## src/rtl/multicycle_controller.sv

```systemverilog
// multicycle_controller
//   Multi-cycle sequencer for a MIPS-subset datapath. Each instruction walks
//   FETCH -> DECODE -> EXEC -> MEM -> WB (stages skipped as the opcode allows).
//   Every datapath strobe and mux select is a combinational decode of the
//   current state plus opcode/funct. Memory accesses use a req/ready handshake
//   guarded by a wait counter. An illegal instruction or a memory timeout
//   parks the sequencer in HALT with a sticky fault code until reset.
//
//   state | meaning
//   ------+-----------------------------------------------------------
//   000   | FETCH  : request instruction word, load IR and PC+4
//   001   | DECODE : decode opcode/funct, resolve j/jal/jr, trap illegal
//   010   | EXEC   : ALU operation, beq resolution
//   011   | MEM    : data load/store handshake
//   100   | WB     : register file write-back
//   101   | HALT   : faulted, all strobes off until rst
//
// Ports
//   clk, rst           clock, synchronous active-high reset
//   opcode, funct      IR fields (valid from DECODE onward)
//   zero               ALU zero flag for beq
//   mem_ready          memory access completes this cycle
//   mem_req/mem_write  memory request and store qualifier
//   ir_write, pc_write IR and PC load enables
//   npc_sel            00 pc+4, 01 branch, 10 jump, 11 rs
//   alu_ctl            000 addu, 001 subu, 010 or, 011 lui, 100 slt
//   alu_src, ext_op    ALU B operand select, immediate sign-extend
//   reg_write, reg_dst register write enable, 00 rt / 01 rd / 10 $31
//   mem_to_reg         00 ALU, 01 memory data, 10 pc+4
//   state, fault       current state, sticky {timeout, illegal}
module multicycle_controller #(
  parameter int WAIT_LIMIT = 15
) (
  input  logic       clk,
  input  logic       rst,
  input  logic [5:0] opcode,
  input  logic [5:0] funct,
  input  logic       zero,
  input  logic       mem_ready,
  output logic       mem_req,
  output logic       mem_write,
  output logic       ir_write,
  output logic       pc_write,
  output logic [1:0] npc_sel,
  output logic [2:0] alu_ctl,
  output logic       alu_src,
  output logic       ext_op,
  output logic       reg_write,
  output logic [1:0] reg_dst,
  output logic [1:0] mem_to_reg,
  output logic [2:0] state,
  output logic [1:0] fault
);

  localparam logic [2:0] S_FETCH  = 3'b000;
  localparam logic [2:0] S_DECODE = 3'b001;
  localparam logic [2:0] S_EXEC   = 3'b010;
  localparam logic [2:0] S_MEM    = 3'b011;
  localparam logic [2:0] S_WB     = 3'b100;
  localparam logic [2:0] S_HALT   = 3'b101;

  localparam logic [5:0] OP_RTYPE = 6'b000000;
  localparam logic [5:0] OP_ORI   = 6'b001101;
  localparam logic [5:0] OP_LUI   = 6'b001111;
  localparam logic [5:0] OP_ADDI  = 6'b001000;
  localparam logic [5:0] OP_ADDIU = 6'b001001;
  localparam logic [5:0] OP_LW    = 6'b100011;
  localparam logic [5:0] OP_SW    = 6'b101011;
  localparam logic [5:0] OP_BEQ   = 6'b000100;
  localparam logic [5:0] OP_J     = 6'b000010;
  localparam logic [5:0] OP_JAL   = 6'b000011;

  localparam logic [5:0] FN_ADDU  = 6'b100001;
  localparam logic [5:0] FN_SUBU  = 6'b100011;
  localparam logic [5:0] FN_SLT   = 6'b101010;
  localparam logic [5:0] FN_JR    = 6'b001000;

  // Counter holds the number of stalled cycles so far; the stall that would
  // make it reach WAIT_LIMIT is the fault cycle, so it never stores WAIT_LIMIT.
  localparam int WAIT_W = (WAIT_LIMIT < 2) ? 1 : $clog2(WAIT_LIMIT);
  localparam logic [WAIT_W-1:0] WAIT_LAST = WAIT_W'(WAIT_LIMIT - 1);

  logic [2:0]        state_q, state_d;
  logic [1:0]        fault_q, fault_d;
  logic [WAIT_W-1:0] wait_q, wait_d;

  logic is_rtype, is_addu, is_subu, is_slt, is_jr;
  logic is_ori, is_lui, is_addi, is_addiu, is_lw, is_sw, is_beq, is_j, is_jal;
  logic legal;
  logic [2:0] alu_ctl_dec;
  logic       alu_src_dec, ext_op_dec;
  logic       timeout;

  always_comb begin
    is_rtype = (opcode == OP_RTYPE);
    is_addu  = is_rtype && (funct == FN_ADDU);
    is_subu  = is_rtype && (funct == FN_SUBU);
    is_slt   = is_rtype && (funct == FN_SLT);
    is_jr    = is_rtype && (funct == FN_JR);
    is_ori   = (opcode == OP_ORI);
    is_lui   = (opcode == OP_LUI);
    is_addi  = (opcode == OP_ADDI);
    is_addiu = (opcode == OP_ADDIU);
    is_lw    = (opcode == OP_LW);
    is_sw    = (opcode == OP_SW);
    is_beq   = (opcode == OP_BEQ);
    is_j     = (opcode == OP_J);
    is_jal   = (opcode == OP_JAL);
    legal    = is_addu || is_subu || is_slt || is_jr || is_ori || is_lui ||
               is_addi || is_addiu || is_lw || is_sw || is_beq || is_j || is_jal;

    alu_ctl_dec = 3'b000;
    if (is_subu || is_beq) alu_ctl_dec = 3'b001;
    else if (is_ori)       alu_ctl_dec = 3'b010;
    else if (is_lui)       alu_ctl_dec = 3'b011;
    else if (is_slt)       alu_ctl_dec = 3'b100;

    alu_src_dec = is_ori || is_lui || is_lw || is_sw || is_addi || is_addiu;
    ext_op_dec  = is_lw || is_sw || is_addi || is_addiu || is_beq;
  end

  always_comb begin
    state_d    = state_q;
    fault_d    = fault_q;
    wait_d     = '0;
    timeout    = 1'b0;
    mem_req    = 1'b0;
    mem_write  = 1'b0;
    ir_write   = 1'b0;
    pc_write   = 1'b0;
    npc_sel    = 2'b00;
    alu_ctl    = 3'b000;
    alu_src    = 1'b0;
    ext_op     = 1'b0;
    reg_write  = 1'b0;
    reg_dst    = 2'b00;
    mem_to_reg = 2'b00;

    // Stall tracking shared by FETCH and MEM; ready on the last allowed
    // cycle still completes the access.
    if ((state_q == S_FETCH || state_q == S_MEM) && !mem_ready) begin
      if (wait_q == WAIT_LAST) timeout = 1'b1;
      else                     wait_d  = wait_q + 1'b1;
    end

    case (state_q)
      S_FETCH: begin
        mem_req = 1'b1;
        if (mem_ready) begin
          ir_write = 1'b1;
          pc_write = 1'b1;
          state_d  = S_DECODE;
        end
      end
      S_DECODE: begin
        if (!legal) begin
          fault_d[0] = 1'b1;
          state_d    = S_HALT;
        end else if (is_j || is_jal) begin
          pc_write = 1'b1;
          npc_sel  = 2'b10;
          if (is_jal) begin
            reg_write  = 1'b1;
            reg_dst    = 2'b10;
            mem_to_reg = 2'b10;
          end
          state_d = S_FETCH;
        end else if (is_jr) begin
          pc_write = 1'b1;
          npc_sel  = 2'b11;
          state_d  = S_FETCH;
        end else begin
          state_d = S_EXEC;
        end
      end
      S_EXEC: begin
        alu_ctl = alu_ctl_dec;
        alu_src = alu_src_dec;
        ext_op  = ext_op_dec;
        if (is_beq) begin
          pc_write = zero;
          npc_sel  = 2'b01;
          state_d  = S_FETCH;
        end else if (is_lw || is_sw) begin
          state_d = S_MEM;
        end else begin
          state_d = S_WB;
        end
      end
      S_MEM: begin
        mem_req   = 1'b1;
        mem_write = is_sw;
        alu_ctl   = alu_ctl_dec;
        alu_src   = alu_src_dec;
        ext_op    = ext_op_dec;
        if (mem_ready) state_d = is_lw ? S_WB : S_FETCH;
      end
      S_WB: begin
        reg_write  = 1'b1;
        reg_dst    = is_rtype ? 2'b01 : 2'b00;
        mem_to_reg = is_lw ? 2'b01 : 2'b00;
        state_d    = S_FETCH;
      end
      default: begin
        state_d = S_HALT;
      end
    endcase

    if (timeout) begin
      fault_d[1] = 1'b1;
      state_d    = S_HALT;
      wait_d     = '0;
    end
  end

  always_ff @(posedge clk) begin
    if (rst) begin
      state_q <= S_FETCH;
      fault_q <= 2'b00;
      wait_q  <= '0;
    end else begin
      state_q <= state_d;
      fault_q <= fault_d;
      wait_q  <= wait_d;
    end
  end

  assign state = state_q;
  assign fault = fault_q;

endmodule

```

## config.mk

```make
export PLATFORM = sky130hd
export DESIGN_NAME = multicycle_controller
export DESIGN_NICKNAME = d
export VERILOG_FILES = /design/src/rtl/multicycle_controller.sv
export SDC_FILE = /design/constraint.sdc
export NUM_CORES = 1
export LEC_CHECK = 0
export BUFFER_PORTS_ARGS = -buffer_cell sky130_fd_sc_hd__buf_2
export CORE_UTILIZATION = 41
export CTS_CLUSTER_DIAMETER = 80
export DETAILED_ROUTE_END_ITERATION = 16
export GPL_TIMING_DRIVEN = 0
export PLACE_DENSITY = 0.69
export RECOVER_POWER = 50
export SYNTH_ARGS = -nofsm -noshare
export SYNTH_HDL_FRONTEND = slang
export SYNTH_SLANG_ARGS = --single-unit
```

## constraint.sdc

```tcl
create_clock -name clk -period 5.3 [get_ports clk]
set_input_delay 1.325 -clock clk [delete_from_list [all_inputs] [get_ports clk]]
set_output_delay 1.325 -clock clk [all_outputs]
set_load 0.03 [all_outputs]
```

==> results.ini <==
[run_status]
outcome=finished clean

[timing]
fin_crit_sh=0.821
rsz0062_at_grt=false
final.setup.tns_ps=0
setup_viol=0
skew_ps=10.2
slew_headroom=0.524
worstMarginPinSlew_ps=707
maxSlewViolCount=0
hold_viol_final=0
layout_min_cycle_time_ps=4350
fmax_ghz=0.230

[detailed_routing]
wl_met2_um=879
ant_nets=0
wl_per_cell_um=11.4
drc=0
route.vias.total=949
drt_iter0_drc=17
first_pass_iters=4
finalWirelength_um=2020
wl_met1_um=971
top_layer=met3
wl_met3_um=168
vias_per_cell=5.36

[synth]
syn-instance-count=115
yosys_warnings=0
avgSynthCellArea_um2=7.25
ys_seq_area_frac=0.216
syn-num-nets=133
ys_seq_elements=9
synthDistinctLibCells=42
syn_area_um2=833

[min_path]
min_path_type=reg -> reg
hold_depth=1

[critical_path]
setup.worst_path.start_class=primary input
cp_top_family=simple AND/OR/NAND/NOR gates
rrSetupSlack_ps=3620
crit_slowest_cell=nor4_1
critical_path_depth=7
slowest_delay_ps=680
crit_chain=clkbuf_1, nor4_1, nand4_1, nor2_1, nand2_1, a21oi_1, buf_2
worstPathMaxFanout=8
path_buf_inv=2
cp.required_ps=3970
path_class=in -> out
worstPathArrival_ps=3030
rr_worst_depth=6
cp-end-kind=output pin

[clock_tree]
cts_buffers=3
clk_pin_slew_ps=70
cts-resized-gates=0
cts_max_path_buffers=2
numClockSinks=9
cts_setup_buffers=0
htreeDepth=1
cts_tree=built
hold_buffers=0
cts-root-buf=clkbuf_4
worstSkewPairLatency_ps=260

[global_routing]
grt_pass1_vias=781
antenna_found_initial=0
grt_max_degree=11
grt_use_total=0.207
grt_pass1_wl_um=3270
grt-ovfl-total=0

[layout]
nNetsFinal=171
area_growth_pct=23.3
layout-drive-gt1-share=0.243
multi_input_area_um2=546
insertedDiodeCount=0
register_area_um2=180
n_fill_cell=192

[floorplanning]
core_um2=1820
fp.dieW_um=47.1
io_pins=37
die_h_um=47.1
die-area_um2=2220
rows=15
initial_core_util=0.458

[power_and_ir_drop]
p_leak_nw=0.457
power.total_mw=0.224
p_per_area_nw_per_um2=218
peakVddDrop_uv=172

[placed_design]
gp_congestion=0.846
io_buffers=33
post-dp-hpwl_um=1630

[job]
cap_violations=0

registers in the layout, summed over array words and instances (netlist names):
name,flops
state,3
wait_q,4
fault,2
power by group:
group / internal [mW] / switching (mW)
clock network: 0.0278 / 0.0242
registers: 0.0733 / 0.00365
logic: 0.0304 / 0.0648
total: 0.131 / 0.0926
per-layer routing:
metal  global-route usage  vias to the layer above
met1                0.306                      430
met4               0.0171                        0
met5                    0                        -
met2                0.300                       34
li1                     -                      485
met3               0.0731                        0
synthesized netlist by cell type:
library cell / number / area [um2]
a21boi_1: 1 / 7.51
o221a_1: 1 / 11.3
o21ai_0: 6 / 30.0
a311o_1: 1 / 10.0
or3_1: 1 / 6.26
a41oi_1: 1 / 8.76
xnor2_1: 1 / 8.76
or2_1: 1 / 6.26
buf_12: 1 / 20.0
nand2_1: 6 / 22.5
a21oi_1: 5 / 25.0
nor4_1: 1 / 6.26
clkbuf_1: 2 / 7.51
clkbuf_2: 1 / 5.00
buf_2: 2 / 10.0
and3_1: 4 / 25.0
nor2_1: 19 / 71.3
a211o_1: 1 / 8.76
buf_6: 1 / 11.3
a211oi_2: 1 / 12.5
nor4_4: 1 / 21.3
buf_4: 1 / 7.51
o211ai_1: 1 / 7.51
and2_2: 1 / 7.51
nor2b_1: 5 / 31.3
nor3b_1: 2 / 15.0
a41o_1: 1 / 10.0
dfxtp_1: 9 / 180
or4_1: 1 / 7.51
nor3_1: 8 / 40.0
ha_1: 2 / 25.0
o21bai_1: 1 / 7.51
nand4b_1: 3 / 26.3
a211oi_1: 2 / 15.0
nand3_1: 3 / 15.0
nand4_1: 1 / 6.26
nand2b_1: 3 / 18.8
xor2_1: 1 / 8.76
inv_1: 7 / 26.3
a311oi_1: 2 / 17.5
nor4_2: 1 / 12.5
and2_1: 2 / 12.5
cells by family after synthesis:
logic type / share of synthesized area
simple gates: 0.422
flops: 0.216
xor+xnor: 0.0210
buf+inv: 0.105
fa+ha+maj: 0.0300
compound gates: 0.206
stage by stage:
stage,util,cells,hold slack (ps),worst slack [ps],cell area (um2)
floorplan,-,115,430,1060,833
global placement,0.566,173,445,1370,1030
detailed placement,0.566,173,450,1360,1030
CTS,0.581,177,472,1360,1060
global route,0.564,177,510,801,1030
finish,0.564,177,471,949,1030
layout make-up:
class,count,share of cell area
Clock inverter,1,0.00487
Multi-Input combinational cell,91,0.531
Clock buffer,3,0.0219
Tap cell,25,0.0305
Timing Repair Buffer,33,0.152
Sequential cell,9,0.175
Buffer,8,0.0585
Inverter,7,0.0256
worst paths after layout:
check	startpoint	end
worst min-delay path	wait_q[0]$_SDFF_PP0_	wait_q[0]$_SDFF_PP0_
worst min register to register	wait_q[0]$_SDFF_PP0_	wait_q[0]$_SDFF_PP0_
worst max register to register	state[0]$_SDFFE_PP0P_	state[0]$_SDFFE_PP0P_
worst max-delay path	opcode[3]	alu_ctl[0]
cell usage in the layout (no fill, tap or decap), drive strengths merged:
cell type and count:
dfxtp 9, o211ai 1, and2 3, a21boi 1, nor3 8, nor2b 5
o221a 1, a41o 1, ha 2, a21oi 5, nand3 3, nand2b 3
or4 1, clkinv 1, nor2 19, nand4 1, or3 1, nand4b 3
clkbuf 14, nor4 3, inv 7, a311oi 2, or2 1, and3 4
o21bai 1, xor2 1, a311o 1, nor3b 2, xnor2 1, nand2 6
o21ai 6, a41oi 1, buf 30, a211o 1, a211oi 3
No activity file was read; power rests on OpenSTA's default activity.
